<file path="config.mk">
export PLATFORM = sky130hd
export DESIGN_NAME = imem_loader
export DESIGN_NICKNAME = d
export VERILOG_FILES = /design/src/rtl/imem_loader_pkg.sv /design/src/rtl/imem_loader_byte_packer.sv /design/src/rtl/imem_loader.sv
export SDC_FILE = /design/constraint.sdc
export NUM_CORES = 1
export LEC_CHECK = 0
export CORE_MARGIN = 1
export CORE_UTILIZATION = 45
export DETAILED_ROUTE_END_ITERATION = 8
export MAX_ROUTING_LAYER = met4
export PLACE_DENSITY_LB_ADDON = 0.12
export SYNTH_ARGS = -nofsm -noshare
export SYNTH_HDL_FRONTEND = slang
export SYNTH_SLANG_ARGS = --single-unit
export TNS_END_PERCENT = 50
</file>
<file path="constraint.sdc">
create_clock -name CLK -period 2.94 [get_ports CLK]
set_clock_uncertainty 0.2 [all_clocks]
set_input_delay 0.441 -clock CLK [delete_from_list [all_inputs] [get_ports CLK]]
set_output_delay 0.441 -clock CLK [all_outputs]
set_load 0.05 [all_outputs]
</file>
<file path="src/rtl/imem_loader_pkg.sv">
// Shared loader definitions: state encodings, stream framing constants, state helpers.
`ifndef LOADER_DEFS_SVH
`define LOADER_DEFS_SVH
`define LDR_ST_IDLE 3'd0
`define LDR_ST_LEN0 3'd1
`define LDR_ST_LEN1 3'd2
`define LDR_ST_DATA 3'd3
`define LDR_ST_CHK  3'd4
`define LDR_ST_DONE 3'd5
`define LDR_ST_ERR  3'd6
`define LDR_LEN_BYTES 2
`define LDR_BYTES_PER_WORD 4
`endif

package imem_loader_pkg;

  localparam int BYTES_PER_WORD = `LDR_BYTES_PER_WORD;
  localparam int BCNT_W         = $clog2(BYTES_PER_WORD);

  typedef enum logic [2:0] {
    ST_IDLE = `LDR_ST_IDLE,
    ST_LEN0 = `LDR_ST_LEN0,
    ST_LEN1 = `LDR_ST_LEN1,
    ST_DATA = `LDR_ST_DATA,
    ST_CHK  = `LDR_ST_CHK,
    ST_DONE = `LDR_ST_DONE,
    ST_ERR  = `LDR_ST_ERR
  } state_e;

  // States in which the loader owns the byte stream.
  function automatic logic is_rx_state(input state_e s);
    return (s == ST_LEN0) || (s == ST_LEN1) || (s == ST_DATA) || (s == ST_CHK);
  endfunction

endpackage

</file>
<file path="src/rtl/imem_loader_byte_packer.sv">
// Packs accepted bytes into little-endian 32-bit words; word_vld is combinational on the 4th byte.
// Synchronous clear drops any partial word.
module imem_loader_byte_packer
  import imem_loader_pkg::*;
(
  input  logic        clk,
  input  logic        clr,
  input  logic        byte_vld,
  input  logic [7:0]  byte_dat,
  output logic        word_vld,
  output logic [31:0] word_dat
);

  localparam logic [BCNT_W-1:0] BCNT_ONE  = 1;
  localparam logic [BCNT_W-1:0] BCNT_LAST = BCNT_W'(BYTES_PER_WORD - 1);

  logic [BCNT_W-1:0] cnt_q, cnt_d;
  logic [23:0]       sh_q, sh_d;

  always_comb begin
    cnt_d = cnt_q;
    sh_d  = sh_q;
    if (byte_vld) begin
      cnt_d = cnt_q + BCNT_ONE;
      sh_d  = {byte_dat, sh_q[23:8]};
    end
  end

  assign word_vld = byte_vld && (cnt_q == BCNT_LAST);
  assign word_dat = {byte_dat, sh_q};

  always_ff @(posedge clk) begin
    if (clr) begin
      cnt_q <= '0;
      sh_q  <= '0;
    end else begin
      cnt_q <= cnt_d;
      sh_q  <= sh_d;
    end
  end

endmodule

</file>
<file path="src/rtl/imem_loader.sv">
// Boot loader: LEN0,LEN1 word count then 4*N bytes into imem; holds cpu_reset until the image commits.
// Optional trailing XOR checksum word when IMEM_LOADER_CHECKSUM_EN is defined.
module imem_loader
  import imem_loader_pkg::*;
#(
  parameter int ADDR_W = 10
) (
  input  logic              CLK,
  input  logic              Reset,
  input  logic              start,
  input  logic [7:0]        in_data,
  input  logic              in_valid,
  output logic              in_ready,
  output logic              imem_we,
  output logic [ADDR_W-1:0] imem_addr,
  output logic [31:0]       imem_wdata,
  output logic              cpu_reset,
  output logic              busy,
  output logic              done,
  output logic              error
);

  localparam logic [31:0]     CAP      = 32'(1) << ADDR_W;
  localparam logic [ADDR_W:0] WCNT_ONE = 1;
`ifdef IMEM_LOADER_CHECKSUM_EN
  localparam state_e ST_AFTER_DATA = ST_CHK;
`else
  localparam state_e ST_AFTER_DATA = ST_DONE;
`endif

  state_e            state_q, state_d;
  logic [7:0]        len_lo_q, len_lo_d;
  logic [15:0]       len_q, len_d;
  logic [ADDR_W:0]   wcnt_q, wcnt_d;
  logic              in_ready_q, in_ready_d;
  logic              imem_we_q, imem_we_d;
  logic [ADDR_W-1:0] imem_addr_q, imem_addr_d;
  logic [31:0]       imem_wdata_q, imem_wdata_d;
  logic              cpu_reset_q, cpu_reset_d;
  logic              busy_q, busy_d;
  logic              done_q, done_d;
  logic              error_q, error_d;
`ifdef IMEM_LOADER_CHECKSUM_EN
  logic [31:0]       xor_q, xor_d;
`endif

  logic        xfer;
  logic        pk_clear;
  logic        pk_vld;
  logic        word_vld;
  logic [31:0] word_dat;
  logic        last_word;

  assign xfer      = in_valid && in_ready_q;
  assign pk_vld    = xfer && ((state_q == ST_DATA) || (state_q == ST_CHK));
  assign last_word = (32'(wcnt_q) + 32'd1) == {16'd0, len_q};

  imem_loader_byte_packer u_packer (
    .clk      (CLK),
    .clr      (Reset || pk_clear),
    .byte_vld (pk_vld),
    .byte_dat (in_data),
    .word_vld (word_vld),
    .word_dat (word_dat)
  );

  always_comb begin
    state_d      = state_q;
    len_lo_d     = len_lo_q;
    len_d        = len_q;
    wcnt_d       = wcnt_q;
    imem_we_d    = 1'b0;
    imem_addr_d  = imem_addr_q;
    imem_wdata_d = imem_wdata_q;
    pk_clear     = 1'b0;
`ifdef IMEM_LOADER_CHECKSUM_EN
    xor_d        = xor_q;
`endif
    unique case (state_q)
      ST_IDLE, ST_DONE, ST_ERR: begin
        if (start) begin
          state_d  = ST_LEN0;
          pk_clear = 1'b1;
          wcnt_d   = '0;
`ifdef IMEM_LOADER_CHECKSUM_EN
          xor_d    = '0;
`endif
        end
      end
      ST_LEN0: begin
        if (xfer) begin
          len_lo_d = in_data;
          state_d  = ST_LEN1;
        end
      end
      ST_LEN1: begin
        if (xfer) begin
          len_d = {in_data, len_lo_q};
          if ({16'd0, len_d} > CAP)   state_d = ST_ERR;
          else if (len_d == 16'd0)    state_d = ST_AFTER_DATA;
          else                        state_d = ST_DATA;
        end
      end
      ST_DATA: begin
        if (word_vld) begin
          imem_we_d    = 1'b1;
          imem_addr_d  = wcnt_q[ADDR_W-1:0];
          imem_wdata_d = word_dat;
          wcnt_d       = wcnt_q + WCNT_ONE;
`ifdef IMEM_LOADER_CHECKSUM_EN
          xor_d        = xor_q ^ word_dat;
`endif
          if (last_word) state_d = ST_AFTER_DATA;
        end
      end
`ifdef IMEM_LOADER_CHECKSUM_EN
      ST_CHK: begin
        if (word_vld) state_d = (word_dat == xor_q) ? ST_DONE : ST_ERR;
      end
`endif
      default: state_d = ST_IDLE;
    endcase

    in_ready_d  = is_rx_state(state_d);
    busy_d      = is_rx_state(state_d);
    done_d      = (state_d == ST_DONE);
    error_d     = (state_d == ST_ERR);
    // Release one cycle after entering DONE so the final write has already landed.
    cpu_reset_d = !((state_q == ST_DONE) && (state_d == ST_DONE));
  end

  always_ff @(posedge CLK) begin
    if (Reset) begin
      state_q      <= ST_IDLE;
      len_lo_q     <= '0;
      len_q        <= '0;
      wcnt_q       <= '0;
      in_ready_q   <= 1'b0;
      imem_we_q    <= 1'b0;
      imem_addr_q  <= '0;
      imem_wdata_q <= '0;
      cpu_reset_q  <= 1'b1;
      busy_q       <= 1'b0;
      done_q       <= 1'b0;
      error_q      <= 1'b0;
`ifdef IMEM_LOADER_CHECKSUM_EN
      xor_q        <= '0;
`endif
    end else begin
      state_q      <= state_d;
      len_lo_q     <= len_lo_d;
      len_q        <= len_d;
      wcnt_q       <= wcnt_d;
      in_ready_q   <= in_ready_d;
      imem_we_q    <= imem_we_d;
      imem_addr_q  <= imem_addr_d;
      imem_wdata_q <= imem_wdata_d;
      cpu_reset_q  <= cpu_reset_d;
      busy_q       <= busy_d;
      done_q       <= done_d;
      error_q      <= error_d;
`ifdef IMEM_LOADER_CHECKSUM_EN
      xor_q        <= xor_d;
`endif
    end
  end

  assign in_ready   = in_ready_q;
  assign imem_we    = imem_we_q;
  assign imem_addr  = imem_addr_q;
  assign imem_wdata = imem_wdata_q;
  assign cpu_reset  = cpu_reset_q;
  assign busy       = busy_q;
  assign done       = done_q;
  assign error      = error_q;

endmodule

</file>
Yosys cells after proc, flatten, opt, wreduce, memory -nomap -nowiden --
Index checks and enable logic that the tools add are counted. Widths: inputs -> output; s select.
Operators by class: add/subtract/negate cells 3, magnitude comparators 1, eq/ne operators 16, mux-type cells 14, bitwise operators 1, reductions and logical operators 19
Operators with widths (count):
- $mux 11 | 2
- $pmux 11 s2 | 1
- $mux 3 | 7
- $eq 3x3->1 const B | 6
- $eq 12x16->1 | 1
- $gt 16x11->1 const B | 1
- $logic_not 16->1 | 1
- $add 11x1->12 const B | 1
- $eq 3x2->1 const B | 4
- $pmux 3 s4 | 1
- $add 11x1->11 const B | 1
- $eq 3x1->1 const B | 2
- $reduce_and 2->1 | 3
- $logic_or 1x1->1 | 5
- $logic_and 1x1->1 | 4
- $logic_not 3->1 | 1
- $mux 1 | 3
- $reduce_and 3->1 | 1
- $reduce_or 3->1 | 1
- $add 2x1->2 const B | 1
- $eq 2x2->1 const B | 1
- $ne 2x1->1 const B | 1
- $ne 2x2->1 const B | 1
- $reduce_bool 2->1 | 1
- other kinds (3) | 3
Word-level totals: flip-flop bits (word level) 111, input port bits 12

Logic depth before layout (Yosys ltp) --
word-level depth 10, mapped depth 8, mapped depth without buffers 7

Modules after synthesis --
From an unflattened synthesis, not the netlist that was laid out.
Unflattened totals: cell total of the unflattened synthesis 548, area total of the unflattened synthesis 4710.8 µm²
Modules (own cells, without submodules):
- imem_loader | instances 1, cells each 454, area an instance 3687.3 µm², seq. area each 1701.6 µm²
- imem_loader_byte_packer | instances 1, cells each 94, area an instance 1023.5 µm², seq. area each 520.5 µm²

Worst setup path before layout --
No wires, ideal clock.
path type flip-flop to flip-flop, start register wcnt_q[0], end register busy_q (netlist: busy), setup time 116 ps, data arrival time 2326 ps, path slack 299 ps, cell stages (with the launch flop) 8, buffers on the path 0, clock period less this slack 2641 ps, cell sequence dfxtp_1 -> ha_1 -> xor2_1 -> xnor2_1 -> o311ai_0 -> or4_4 -> or4_4 -> and3_1
Between the ends: cells in the longest elaborated chain, start to end 9, elaborated cells between the ends (all ways) 12
RTL lines:
- from (decl) | RTL line imem_loader.sv:34 | logic [ADDR_W:0] wcnt_q, wcnt_d;
- from (signal assigned) | RTL line imem_loader.sv:153 | wcnt_q <= wcnt_d;
- $add 11x1->12 (*) | RTL line imem_loader.sv:56 | assign last_word = (32'(wcnt_q) + 32'd1) == {16'd0, len_q};
- $eq 12x16->1 (*) | RTL line imem_loader.sv:56
- $mux 3 (*) | RTL line imem_loader.sv:113 | if (last_word) state_d = ST_AFTER_DATA;
- $mux 3 (*) | RTL line imem_loader.sv:105 | if (word_vld) begin
- $pmux 3 s4 (*) | RTL line imem_loader.sv:79 | unique case (state_q)
- $eq 3x1->1 or $eq 3x2->1 (tied branches) | RTL line imem_loader_pkg.sv:32 | return (s == ST_LEN0) || (s == ST_LEN1) || (s == ST_DATA) || (s == ST_CHK);
- $logic_or 1x1->1 (2 in series) | RTL line imem_loader_pkg.sv:32
- $logic_or 1x1->1 (*) | RTL line imem_loader_pkg.sv:32
- to (signal assigned) | RTL line imem_loader.sv:159 | busy_q <= busy_d;
- to (decl) | RTL line imem_loader.sv:40 | logic busy_q, busy_d;
Every way passes the cells marked *; elsewhere a longest branch is shown, timed or not. A chain may end at the register's enable or synchronous reset.

Worst setup path after layout --
start register wcnt_q[1], end register busy_q (netlist: busy)
The elaborated chain is that of the path after synthesis.

==> results.yml <==
drt:
  wire_per_inst_um: 14.1
  dr_total_vias: 3950
  drc: 0
  drtIter0Drc: 142
  viasPerCell: 5.20
  drt_wl_total_um: 10700
  first_pass_iters: 4
  ant_nets: 0
setup_path:
  cp-start-kind: "register"
  worst-path-max-fanout: 6
  critical_path_class: "register to register"
  cp.arrival_ps: 2870
  crit_required_ps: 3020
  cp-end-kind: "register"
  r2r_start: "wcnt_q[1]"
  critPathLaunch: "wcnt_q[1]"
clock_network:
  clock_latency_ps: 380
  clock_path_buffers: 2
  cts_resized: 0
  hold_buffers: 0
  cts_made_buffers: 9
  clock_sinks: 111
  clkTransAtPathRegs_ps: 110
  post_cts_buffers: 0
  cts_tree: "built"
  root_buffer: "clkbuf_8"
  htree_levels: 3
synth:
  ys_seq_area_frac: 0.490
  syn_nets: 588
  avgSynthCellArea_sq_um: 7.90
  synthCells: 574
  ys_types: 44
  ys_warn_count: 0
  netlist_area_sq_mm: 0.00453
  synth_edf_count: 0
  ys.flop_type: "dfxtp_1"
  ys_ff_latch: 111
  ys_async_sr_fraction: 0
floorplanning:
  start_util: 0.464
  num_rows: 36
  dieArea_sq_mm: 0.0105
  io_pins: 60
  fp.dieH_um: 102
  core_area_sq_mm: 0.00977
  dieWidth_um: 102
power:
  leakagePower_nw: 1.81
  p_per_area_mw_per_mm2: 484
  vdd_ir_drop_max_mv: 0.230
job:
  cap_violations: 0
sta:
  timing.fmax_ghz: 0.359
  fin_crit_sh: 0.948
  finalSetupViolations: 0
  period_needed_ps: 2790
  slew-limit-headroom: 0.594
  fin_tns_setup_ps: 0
  rsz0062_at_grt: "false"
  hold_viol: 0
  slew_viol_final: 0
  worst_slew_pin_slew_ps: 607
finish:
  layout-drive-gt1-share: 0.0751
  finish.utilization: 0.561
  antenna_cells: 0
  area_growth_syn_to_layout_pct: 20.9
  final_cells: 759
  fillerInstances: 961
  num-nets-final: 635
placement:
  routabilityCongestion: 0.841
  dpl.cell_count: 743
  port_buffers: 59
  dp_hpwl_um: 7380
global_routing:
  grt_max_degree: 51
  grt_pass1_wl_um: 18100
  antenna_found_initial: 0
  gr-total-overflow: 0
  first_global_vias: 3643
  grt_usage: 0.229
hold_path:
  hp-start: "imem_addr[7]"
  hold_path_class: "register to register"
status:
  status: "completed"
-- Yosys cell counts, types with 3 or more instances --
| cell type | instances | share of area |
|---|---|---|
| a21oi_1 | 104 | 0.11 |
| nand3b_1 | 4 | 0.0066 |
| dfxtp_1 | 111 | 0.49 |
| nand2_1 | 177 | 0.15 |
| nand3_1 | 8 | 0.0088 |
| nor3_1 | 12 | 0.013 |
| buf_2 | 4 | 0.0044 |
| nor3b_1 | 3 | 0.0050 |
| o31ai_1 | 3 | 0.0050 |
| a21o_1 | 8 | 0.013 |
| nor4_1 | 3 | 0.0041 |
| or4_1 | 4 | 0.0066 |
| xor2_1 | 5 | 0.0097 |
| xnor2_1 | 13 | 0.025 |
| inv_1 | 3 | 0.0025 |
| o21ai_0 | 6 | 0.0066 |
| clkbuf_1 | 35 | 0.029 |
| or3_1 | 6 | 0.0083 |
| and3_1 | 3 | 0.0041 |
| mux2i_1 | 8 | 0.018 |
| nor2_1 | 23 | 0.019 |
-- sequential cells by signal (all words and copies together), names as in the netlist, 2 cells and up --
name,flops
len_lo_q,8
len_q,16
u_packer.cnt_q,2
state_q,3
u_packer.sh_q,24
wcnt_q,11
imem_addr,10
imem_wdata,32
-- critical path: stages, from the launching register on --
cell,delay [ps]
dfxtp_1,440
ha_1,320
xor2_1,190
xnor2_1,130
o311ai_0,140
or4_4,550
or4_4,550
and3_1,180
-- worst paths after layout --
path                  end  slack [ps]  cells past startpoint
min          imem_addr[7]         260                      2
max                  busy         150                      7
max reg2reg          busy         150                      7
min reg2reg  imem_addr[7]         260                      2
-- per-stage QoR --
| stage | hold slack (ps) | setup slack [ps] | instance area [sq um] | power [mW] |
|---|---|---|---|---|
| CTS | 260 | 150 | 5480 | 2.67 |
| detailed placement | 246 | 99.0 | 5270 | 1.72 |
| global placement | 242 | 151 | 5270 | 1.72 |
| finish | 257 | 151 | 5480 | 2.65 |
| global route | 271 | 3.62 | 5480 | 2.75 |
| floorplan | 232 | 299 | 4530 | 1.66 |
-- placed cells by master, fill, tap and decap left out, types with 2 or more instances in the layout --
cell type,n
and2_1,2
inv_6,3
o311ai_0,2
xnor2_1,13
clkbuf_8,9
o31ai_1,3
or4_4,2
nor3_1,12
nor4_1,2
mux2i_1,8
nor3b_1,3
or3_1,6
a21o_1,8
a31oi_1,2
clkdlybuf4s50_1,58
nand4_1,2
a21oi_1,104
or4_1,4
nand2_1,177
inv_1,3
o21ai_0,6
nand3_1,8
dfxtp_1,111
nor2_1,22
and3_1,3
buf_4,20
xor2_1,5
nand3b_1,4
ha_1,2
-- report_power, final --
group          switching, mW  internal, mW
combinational         0.0994        0.0621
sequential            0.0148          1.51
clock                  0.556         0.411
-- cells by family (layout without fill, tap and decap cells) --
kind of cell             count (synthesis)  after routing  synth area share
XOR/XNOR                                18             18            0.0348
AO/OA/AOI/OAI                          133            133             0.161
flip-flops                             111            111             0.490
multiplexers                             8              8            0.0177
adder cells (fa/ha/maj)                  2              2           0.00552
buffers and inverters                   46             98            0.0409
AND/OR/NAND/NOR                        256            256             0.250
-- per-layer routing --
metal / wire (um) / global-route usage / up-vias / part of all wire
met4: 115 / 0.0637 / 0 / 0.011
met2: 4640 / 0.337 / 81 / 0.43
li1: - / - / 2022 / -
met3: 384 / 0.0376 / 8 / 0.036
met1: 5580 / 0.325 / 1839 / 0.52
met5: 0 / - / - / 0
-- area by class of cell --
class	instances	area, sq um	area share
Inverter	3	11.3	0.00206
Clock inverter	7	86.3	0.0158
Timing Repair Buffer	79	736	0.134
Multi-Input combinational cell	417	2130	0.389
Sequential cell	111	2220	0.406
Clock buffer	9	124	0.0226
Tap cell	133	166	0.0304
Power figures use the tool's default switching activity.
